### src/rtl/riscv_parcel_queue.sv
// rtl/riscv_parcel_queue.sv - parcel FIFO that re-assembles fetch words into RVC/32-bit instructions
module riscv_parcel_queue #(
  parameter int XLEN        = 32,
  parameter int PARCEL_SIZE = 16,
  parameter int HAS_RVC     = 1,
  parameter int DEPTH       = 8
) (
  input  logic                      clk_i,
  input  logic                      rst_ni,
  input  logic                      flush_i,
  output logic                      stall_o,
  input  logic [XLEN-1:0]           parcel_pc_i,
  input  logic [XLEN-1:0]           parcel_i,
  input  logic [XLEN/16-1:0]        parcel_valid_i,
  input  logic                      parcel_error_i,
  input  logic                      parcel_misaligned_i,
  output logic [31:0]               instr_o,
  output logic [XLEN-1:0]           instr_pc_o,
  output logic                      instr_valid_o,
  output logic                      instr_rvc_o,
  output logic                      instr_error_o,
  output logic                      instr_misaligned_o,
  input  logic                      instr_rd_i
);

  localparam int NP = XLEN / PARCEL_SIZE;
  localparam int AW = $clog2(DEPTH);
  localparam int CW = $clog2(DEPTH + 1);
  localparam logic [XLEN-1:0] ALIGN_MASK = ~XLEN'(XLEN / 8 - 1);

  logic [PARCEL_SIZE-1:0] parcel_mem [DEPTH];
  logic [XLEN-1:0]        pc_mem     [DEPTH];
  logic [DEPTH-1:0]       err_mem;
  logic [DEPTH-1:0]       mis_mem;

  logic [AW-1:0] rp, wp, sec_idx;
  logic [CW-1:0] cnt, n_push, n_pop;
  logic [AW-1:0] wr_idx [NP];
  logic [XLEN-1:0] base_pc;
  logic head_32, has_one, has_two, pop;

  // Valid parcels are packed densely from wp in ascending lane order.
  always_comb begin
    n_push = '0;
    for (int k = 0; k < NP; k++) begin
      wr_idx[k] = wp + n_push[AW-1:0];
      n_push    = n_push + CW'(parcel_valid_i[k]);
    end
  end

  assign base_pc = parcel_pc_i & ALIGN_MASK;

  always_ff @(posedge clk_i) begin
    if (!flush_i) begin
      for (int k = 0; k < NP; k++) begin
        if (parcel_valid_i[k]) begin
          parcel_mem[wr_idx[k]] <= parcel_i[PARCEL_SIZE*k +: PARCEL_SIZE];
          pc_mem[wr_idx[k]]     <= base_pc + XLEN'(2 * k);
          err_mem[wr_idx[k]]    <= parcel_error_i;
          mis_mem[wr_idx[k]]    <= parcel_misaligned_i;
        end
      end
    end
  end

  assign has_one = (cnt != '0);
  assign has_two = (cnt >= CW'(2));
  assign sec_idx = rp + AW'(1);
  assign head_32 = (HAS_RVC == 0) || (parcel_mem[rp][1:0] == 2'b11);

  // An erroring head is handed to decode alone so the fault is not held hostage by a missing half.
  assign instr_valid_o      = has_one && (!head_32 || err_mem[rp] || has_two);
  assign instr_rvc_o        = has_one && !head_32;
  assign instr_error_o      = has_one && (err_mem[rp] || (head_32 && has_two && err_mem[sec_idx]));
  assign instr_misaligned_o = has_one && mis_mem[rp];
  assign instr_pc_o         = pc_mem[rp];
  assign instr_o            = head_32 ? {parcel_mem[sec_idx], parcel_mem[rp]}
                                      : {{(32-PARCEL_SIZE){1'b0}}, parcel_mem[rp]};

  assign n_pop   = (head_32 && has_two) ? CW'(2) : CW'(1);
  assign pop     = instr_rd_i && instr_valid_o;
  assign stall_o = (CW'(DEPTH) - cnt) < CW'(NP);

  always_ff @(posedge clk_i or negedge rst_ni) begin
    if (!rst_ni) begin
      rp  <= '0;
      wp  <= '0;
      cnt <= '0;
    end else if (flush_i) begin
      rp  <= '0;
      wp  <= '0;
      cnt <= '0;
    end else begin
      wp  <= wp + n_push[AW-1:0];
      if (pop) rp <= rp + n_pop[AW-1:0];
      cnt <= cnt + n_push - (pop ? n_pop : CW'(0));
    end
  end

endmodule

### config.mk
export PLATFORM = sky130hd
export DESIGN_NAME = riscv_parcel_queue
export DESIGN_NICKNAME = d
export VERILOG_FILES = /design/src/rtl/riscv_parcel_queue.sv
export SDC_FILE = /design/constraint.sdc
export NUM_CORES = 1
export LEC_CHECK = 0
export BUFFER_PORTS_ARGS = -buffer_cell sky130_fd_sc_hd__buf_2
export CORE_UTILIZATION = 55
export DETAILED_ROUTE_END_ITERATION = 16
export GPL_TIMING_DRIVEN = 0
export PLACE_DENSITY = 0.74
export SKIP_CTS_REPAIR_TIMING = 1
export SYNTH_ARGS = -nofsm -noshare
export SYNTH_HDL_FRONTEND = slang
export SYNTH_SLANG_ARGS = --single-unit
### constraint.sdc
create_clock -name clk_i -period 4.3 [get_ports clk_i]
set_input_delay 0.645 -clock clk_i [delete_from_list [all_inputs] [get_ports clk_i]]
set_output_delay 0.645 -clock clk_i [all_outputs]
set_load 0.02 [all_outputs]
# Word-level counts from Yosys, hierarchy flattened
# Memory sizes are Yosys's and may differ from the RTL's.
# Index checks and enable logic that the tools add are counted.
[word_totals]
reg_bits = 26
ramBits = 384
in_bits = 72
out_inout_bits = 69
elab_cells = 73
memories = 2
[classes]
n_addsub = 9
n_lt_le_gt_ge = 8
eq_ne = 1
n_mux = 33
reduce_logical = 15
[mem_list]
columns = ["memory", "depth", "word_bits", "read_ports", "rd_clocked_by_memory_dff", "wr", "line_no", "rtl"]
rows = [
  ["pc_mem", 8, 32, 1, 0, 2, "32", "logic [XLEN-1:0] pc_mem [DEPTH];"],
  ["parcel_mem", 8, 16, 2, 0, 2, "31", "logic [PARCEL_SIZE-1:0] parcel_mem [DEPTH];"],
]
[ops]
columns = ["cell", "count"]
rows = [
  ["$mux W8", 6],
  ["$add A32 B2 Y32 const B", 1],
  ["$bwmux W8", 4],
  ["$mux W32", 1],
  ["$lt A3 B4 Y1 const B", 4],
  ["$mux W1", 11],
  ["$bmux W1 S3", 3],
  ["$logic_and A1 B1 Y1", 9],
  ["$mux W3", 3],
  ["$add A3 B2 Y3", 2],
  ["$demux W1 S3", 2],
  ["$ge A3 B1 Y1 const B", 2],
  ["$add A4 B2 Y4", 1],
  ["$ge A4 B2 Y1 const B", 1],
  ["$lt A4 B2 Y1 const B", 1],
  ["$mux W2", 2],
  ["$mux W4", 1],
  ["$reduce_bool A4 Y1", 1],
  ["$sub A4 B2 Y4", 1],
  ["$sub A4 B4 Y4 const A", 1],
  ["$add A3 B1 Y3", 1],
  ["$add A3 B1 Y3 const B", 1],
  ["$logic_or A1 B1 Y1", 3],
  ["$add A1 B1 Y2", 1],
  ["other kinds (3)", 3],
]

# Longest topological paths before layout
# Gate-level depths: netlist of run 1.
# An unclocked memory read counts as a cell.
[logic_depth]
word_depth = 10
mapped_depth = 14
ltp_nobuf = 13

# Worst setup path after synthesis of run 1
# Ideal clock, no wire load.
[synth_path]
kind = "input-to-reg"
start = "input port parcel_valid_i[0]"
end = "memory parcel_mem[3][0], enable pin"
setup_ns = 0.425
arrival_ns = 3.356
required_time_ns = 3.875
slack_ns = 0.519
path_stages = 8
path_cell_list = "ha_1 -> ha_1 -> clkbuf_1 -> nor2b_1 -> a31o_2 -> o21ai_1 -> nor2_1 -> clkbuf_1"
[synth_rtl]
columns = ["element", "line_no", "rtl"]
rows = [
  ["start: declaration", "14", "input logic [XLEN/16-1:0] parcel_valid_i,"],
  ["end: declaration", "31", ""],
]

# Worst setup path in the final report of run 1
[layout_path]
start = "register rp[1]"
end = "output port instr_pc_o[5]"
[layout_between]
elab_chain_len = 1
[layout_lines]
columns = ["element", "line_no", "rtl"]
rows = [
  ["start: declaration", "36", "logic [AW-1:0] rp, wp, sec_idx;"],
  ["start signal: assignment", "95", "if (pop) rp <= rp + n_pop[AW-1:0];"],
  ["$mem_v2 Z8 W32", "-", ""],
  ["end: declaration", "18", "output logic [XLEN-1:0] instr_pc_o,"],
]
# No other way between the ends.

==> results of run 1 <==
-- registers in the layout (all words and copies together) (netlist names) --
| signal | count |
|---|---|
| pc_mem | 248 |
| wp | 3 |
| rp | 3 |
| cnt | 4 |
| mis_mem | 8 |
| parcel_mem | 128 |
| err_mem | 8 |
-- per-stage QoR --
step                      TNS, ns  power (W)
after CTS                 -0.0382     0.0136
after global placement    -323.52     0.0101
after floorplan                 0    0.00859
after global routing            0     0.0141
final                           0     0.0136
after detailed placement        0     0.0102
-- layer usage --
| layer | GRT usage, % | up-vias | part of all wire [%] |
|---|---|---|---|
| met5 | 0 | - | 0.084 |
| met2 | 47.6 | 617 | 50 |
| met3 | 4.59 | 125 | 8.2 |
| met4 | 11.5 | 6 | 3.5 |
| met1 | 36.8 | 6277 | 38 |
| li1 | - | 5364 | - |
-- how the worst max path moves through the flow --
stage | start | cells past startpoint | endpoint | slack (ns)
6_report | rp[1] | 6 | instr_pc_o[5] | 0.15
5_1_grt | rp[1] | 6 | instr_pc_o[5] | 0.03
4_1_cts | rp[1] | 6 | instr_pc_o[31] | -0.04
3_5_place_dp | parcel_valid_i[0] | 10 | pc_mem[6][20] | 0.37
3_3_place_gp | parcel_valid_i[0] | 9 | pc_mem[3][20] | -1.48
2_1_floorplan | parcel_valid_i[0] | 8 | parcel_mem[3][0] | 0.52
-- tightest hold or removal path: cells and delay by family, from the launching register on --
kind / cells / cell delay (ns)
AOI/OAI and AO/OA: 1 / 0.06
DFF: 1 / 0.31
buffers and inverters: 1 / 0.05
-- Yosys cell counts (13+ instances only) --
cell type | number | area [sq um]
buf_2 | 28 | 140
mux2_2 | 178 | 2000
nor2_1 | 18 | 67.6
a21oi_1 | 20 | 100
clkbuf_1 | 55 | 206
and3_1 | 181 | 1130
and2_1 | 68 | 425
ha_1 | 13 | 163
edfxtp_1 | 384 | 11500
mux4_2 | 132 | 2970
nand2_1 | 45 | 169
inv_1 | 22 | 82.6
-- logic make-up (layout without fill, tap and decap cells) --
group,count (synthesis),after routing,synth area share [%]
multiplexers,330,330,25.8
XOR/XNOR,7,7,0.340
flip-flops,402,402,59.0
adder cells (fa/ha/maj),17,17,1.20
other,1,6,0.0185
AO/OA/AOI/OAI,43,43,1.41
AND/OR/NAND/NOR,337,337,9.67
buffers and inverters,123,340,2.57
-- power by group through the flow --
| stage | logic (W) | clock network (W) | registers (W) |
|---|---|---|---|
| after floorplan | 0.00379 | 0 | 0.00480 |
| after CTS | 0.00540 | 0.00349 | 0.00476 |
| after global placement | 0.00528 | 0 | 0.00484 |
| final | 0.00537 | 0.00347 | 0.00476 |
| after detailed placement | 0.00537 | 0 | 0.00484 |
| after global routing | 0.00571 | 0.00363 | 0.00479 |
-- area by class of cell --
class,count,area share [%]
sequential,402,52.2
multi-input combinational,735,34.0
clock buffer,51,4.83
timing repair buffer,141,3.30
tap,461,2.52
buffer,100,1.97
clock inverter,25,0.770
inverter,23,0.377
antenna,5,0.0546
==> impl_metrics.env, run 1 <==
export IMPL_status="finished, final reports clean"
export IMPL_cts_sinks=402
export IMPL_start_util_pct=56.4
export IMPL_clockBufferDepth=3
export IMPL_seqPwrFrac_pct=35.0
export IMPL_wl_um=52500
export IMPL_mappedNetlistNets=1349
export IMPL_pwr_share_clk_pct=25.5
export IMPL_slew_violations=0
export IMPL_first_pass_iters=5
export IMPL_ir_drop_mv=0.347
export IMPL_fin_skew_ns=0.0241
export IMPL_track_usage_pct=28.2
export IMPL_yosys_warnings=0
export IMPL_worst_setup_path_end_kind="output port"
export IMPL_clk_latency_ns=0.55
export IMPL_instances_no_fill=1943
export IMPL_gp_congestion=0.795
export IMPL_ys_seq_area_share_pct=59.0
export IMPL_fin_area_sq_um=22900
export IMPL_synth_area_per_cell_sq_um=16.1
export IMPL_p_switching_w=0.00466
export IMPL_path_clk_slew_ns=0.06
export IMPL_layout_nets=1535
export IMPL_path_cells="buf_2 > clkdlybuf4s15_1 > buf_1 > mux4_2 > mux2_2 > buf_2"
export IMPL_crit_arrival_ns=3.50
export IMPL_cp_max_fo=10
export IMPL_swShare_pct=34.3
export IMPL_ant_nets=0
export IMPL_r2r_end="pc_mem[6][8]"
export IMPL_hpwl_um=33000
export IMPL_tightest_slew_ns=1.37
export IMPL_antenna_found_initial=7
export IMPL_maxCapViolCount=0
export IMPL_comb_power_share_pct=39.5
export IMPL_maxSlewHeadroom_pct=8.75
export IMPL_cp_num_buf_inv=4
export IMPL_syn_inst=1260
export IMPL_cts_htree_levels=2
export IMPL_drtIter0Drc=1240
export IMPL_coreArea_sq_um=35900
export IMPL_r2r_start="wp[0]"
export IMPL_preCtsSetupSlack_ns=0.374
export IMPL_synth_area_sq_um=20200
export IMPL_yosysUniqueCellTypes=49
export IMPL_hold_viol=0
export IMPL_synth_seq_cells=402
export IMPL_multiInputGateArea_sq_um=7790
export IMPL_fin_crit_sh_pct=96.4
export IMPL_num_vias=12400
export IMPL_drive_gt1_share_pct=37.8
export IMPL_drt_wirelength_per_cell_um=27.0
export IMPL_p_int_w=0.00893
export IMPL_rsz0062_at_grt="no"
export IMPL_crit_top_cell="buf_2"
export IMPL_cts_buffers=43
export IMPL_seqCellArea_sq_um=11900
export IMPL_ys_async_sr_fraction_pct=2.49
export IMPL_overflow=0
export IMPL_vias_per_cell=6.38
export IMPL_leakage_nw=8.55
export IMPL_hold_depth=2
export IMPL_required_ns=3.65
export IMPL_nFillCells=2616
export IMPL_post_route_util_pct=63.8
export IMPL_io_buffers=137
export IMPL_syn2layout_area_growth_pct=13.1
export IMPL_mostFrequentLayoutCell="edfxtp_1"
export IMPL_ios=141
export IMPL_synth_edf_count=384
export IMPL_period_needed_ns=4.15
export IMPL_crit_path_start_kind="flip-flop"
export IMPL_cp_top_family="buffers and inverters"
export IMPL_cts_tree="done"
export IMPL_final_cell_mix="edfxtp_1 (384), and3_1 (181), mux2_2 (178)"
export IMPL_cpPeakStageDelay_ns=0.72
export IMPL_root_buffer="clkbuf_16"
export IMPL_grt_pass1_vias=12900
export IMPL_dp_cells=1861
export IMPL_die_w_um=194
export IMPL_rr_worst_depth=9
export IMPL_holdCritPathClass="flip-flop to flip-flop"
export IMPL_fp_dieH_um=194
export IMPL_synth_main_ff_cell="edfxtp_1"
export IMPL_path_class="flip-flop to output port"
export IMPL_max_freq_mhz=241
export IMPL_placed_area_sq_um=21600
export IMPL_grt_pass1_wl_um=78400
export IMPL_hold_ws_ns=0.460
export IMPL_fin_ws_ns=0.153
export IMPL_ff2ff_setup_slack_ns=0.65
export IMPL_hold_path_startpoint="pc_mem[0][1]"
export IMPL_cpMaxStageDelayCell="clkdlybuf4s15_1"
export IMPL_drcViolationCount=0
export IMPL_power_density_nw_per_um2=594
export IMPL_rows=69
export IMPL_setup_viol=0
export IMPL_die_area_sq_um=37600
export IMPL_worstHoldEndpoint="pc_mem[0][1]"
export IMPL_grt_start_max_net_pins=56
No activity file was read; power rests on OpenSTA's default activity.
==> run 2, diff against run 1 <==
--- a/config.mk
+++ b/config.mk
@@ -6,7 +6,9 @@
 export NUM_CORES = 1
 export LEC_CHECK = 0
 export BUFFER_PORTS_ARGS = -buffer_cell sky130_fd_sc_hd__buf_2
+export CORE_ASPECT_RATIO = 0.7
 export CORE_UTILIZATION = 55
+export CTS_CLUSTER_DIAMETER = 50
 export DETAILED_ROUTE_END_ITERATION = 16
 export GPL_TIMING_DRIVEN = 0
 export PLACE_DENSITY = 0.74
==> run 2 against run 1 <==
Against the previous run:
- global-route usage grew 1.6 points
- sequential power is essentially flat
- clock skew shrank 0.013 ns
- worst hold slack gained 0.0076 ns
- critical path type unchanged
- register-to-register slack gained 0.13 ns
- cell count grew 0.82%
==> impl_metrics.env, run 2 (synthesis gave the netlist of run 1 again) <==
export IMPL_status="finished, final reports clean"
export IMPL_cts_buffers=42
export IMPL_cpMaxStageDelayCell="buf_1"
export IMPL_seqPwrFrac_pct=33.7
export IMPL_final_cell_mix="edfxtp_1 (384), and3_1 (181), mux2_2 (178)"
export IMPL_grt_pass1_wl_um=81300
export IMPL_cts_htree_levels=2
export IMPL_num_vias=12800
export IMPL_ant_nets=0
export IMPL_layout_nets=1533
export IMPL_finalPower_w=0.0141
export IMPL_r2r_start="wp[0]"
export IMPL_io_buffers=137
export IMPL_largest_reg_flops=248
export IMPL_ir_drop_mv=0.399
export IMPL_wl_met1_um=23500
export IMPL_track_usage_pct=29.8
export IMPL_period_needed_ns=4.19
export IMPL_leakage_nw=8.64
export IMPL_met3_length_um=5580
export IMPL_max_freq_mhz=238
export IMPL_grt_pass1_vias=12700
export IMPL_p_int_w=0.00932
export IMPL_dp_cells=1879
export IMPL_antenna_found_initial=1
export IMPL_slew_violations=0
export IMPL_rr_worst_depth=9
export IMPL_worstHoldEndpoint="pc_mem[7][16]"
export IMPL_cts_tree="done"
export IMPL_cp_max_fo=10
export IMPL_r2r_end="pc_mem[6][22]"
export IMPL_fin_crit_sh_pct=97.5
export IMPL_vias_per_cell=6.53
export IMPL_fin_ws_ns=0.107
export IMPL_fp_dieH_um=163
export IMPL_tightest_slew_ns=1.17
export IMPL_top_layer_used="met4"
export IMPL_worst_setup_path_end_kind="output port"
export IMPL_overflow=0
export IMPL_comb_power_share_pct=38.6
export IMPL_start_util_pct=56.1
export IMPL_grt_start_max_net_pins=56
export IMPL_p_switching_w=0.00483
export IMPL_die_w_um=231
export IMPL_first_pass_iters=5
export IMPL_cp_top_family="buffers and inverters"
export IMPL_hold_depth=2
export IMPL_ff2ff_setup_slack_ns=0.78
export IMPL_drive_gt1_share_pct=38.7
export IMPL_maxSlewHeadroom_pct=22.3
export IMPL_hpwl_um=34400
export IMPL_crit_path_start_kind="flip-flop"
export IMPL_hold_ws_ns=0.468
export IMPL_root_buffer="clkbuf_16"
export IMPL_post_route_util_pct=64.0
export IMPL_holdCritPathClass="input pin to flip-flop"
export IMPL_crit_arrival_ns=3.55
export IMPL_coreArea_sq_um=36100
export IMPL_cpPeakStageDelay_ns=0.72
export IMPL_drtIter0Drc=1768
export IMPL_clk_latency_ns=0.56
export IMPL_cp_num_buf_inv=4
export IMPL_gp_congestion=0.830
export IMPL_power_density_nw_per_um2=613
export IMPL_path_cells="buf_2 > clkbuf_1 > buf_1 > mux4_2 > mux2_2 > buf_2"
export IMPL_clockBufferDepth=3
export IMPL_cts_sinks=402
export IMPL_die_area_sq_um=37600
export IMPL_mostFrequentLayoutCell="edfxtp_1"
export IMPL_drcViolationCount=0
export IMPL_path_clk_slew_ns=0.06
export IMPL_wl_um=55100
export IMPL_syn2layout_area_growth_pct=14.0
export IMPL_drt_wirelength_per_cell_um=28.1
export IMPL_setup_viol=0
export IMPL_met2_length_um=25000
export IMPL_ios=141
export IMPL_rsz0062_at_grt="no"
export IMPL_crit_top_cell="buf_2"
export IMPL_hold_viol=0
export IMPL_hold_path_startpoint="parcel_pc_i[16]"
export IMPL_path_class="flip-flop to output port"
export IMPL_preCtsSetupSlack_ns=0.452
export IMPL_maxCapViolCount=0
export IMPL_required_ns=3.65
export IMPL_swShare_pct=34.1
export IMPL_fin_skew_ns=0.0108
export IMPL_instances_no_fill=1959
export IMPL_rows=58
export IMPL_pwr_share_clk_pct=27.7
## run 2: cell types whose count changed in the layout (fill, tap and decap cells not counted), moves of 2 or more
cell,before,now
clkbuf_1,60,58
clkinv_1,16,4
diode_2,5,3
clkinv_2,4,6
bufinv_16,2,8
clkbuf_8,0,2
inv_6,1,6
## run 2: layout make-up
cell class | count | area (sq um)
Tap cell | 480 | 601
Antenna cell | 3 | 7.51
Buffer | 100 | 452
Sequential cell | 402 | 11900
Clock inverter | 25 | 354
Multi-Input combinational cell | 735 | 7790
Timing Repair Buffer | 140 | 736
Fill cell | 2594 | 13000
Inverter | 23 | 86.3
Clock buffer | 51 | 1100
## run 2: worst max-delay path by stage
stage	start	end	slack, ns	cells past startpoint
after floorplan	parcel_valid_i[0]	parcel_mem[3][0]	0.52	8
after global placement	parcel_valid_i[0]	pc_mem[3][28]	-1.56	10
after detailed placement	parcel_valid_i[0]	pc_mem[6][26]	0.45	10
after CTS	rp[1]	instr_o[2]	-0.002	6
after global routing	rp[1]	instr_pc_o[28]	0.009	6
final	rp[1]	instr_pc_o[27]	0.11	6
## run 2: per-layer routing
layer / up-vias / track usage (%)
met2: 760 / 44.3
met3: 84 / 5.50
met4: 0 / 7.77
li1: 5357 / -
met1: 6598 / 45.5
met5: - / 0
## run 2: through the flow
step,area (sq um),setup TNS (ns)
final,23100,0
after global routing,23100,0
after CTS,23000,-0.00190
after detailed placement,21600,0
after global placement,21500,-340.35
after floorplan,20200,0
## run 2: power groups by stage
stage | logic, W | registers (W) | clock network, W
floorplan | 0.00379 | 0.00480 | 0
global placement | 0.00533 | 0.00485 | 0
detailed placement | 0.00541 | 0.00485 | 0
CTS | 0.00544 | 0.00477 | 0.00392
global route | 0.00578 | 0.00480 | 0.00406
finish | 0.00546 | 0.00477 | 0.00392
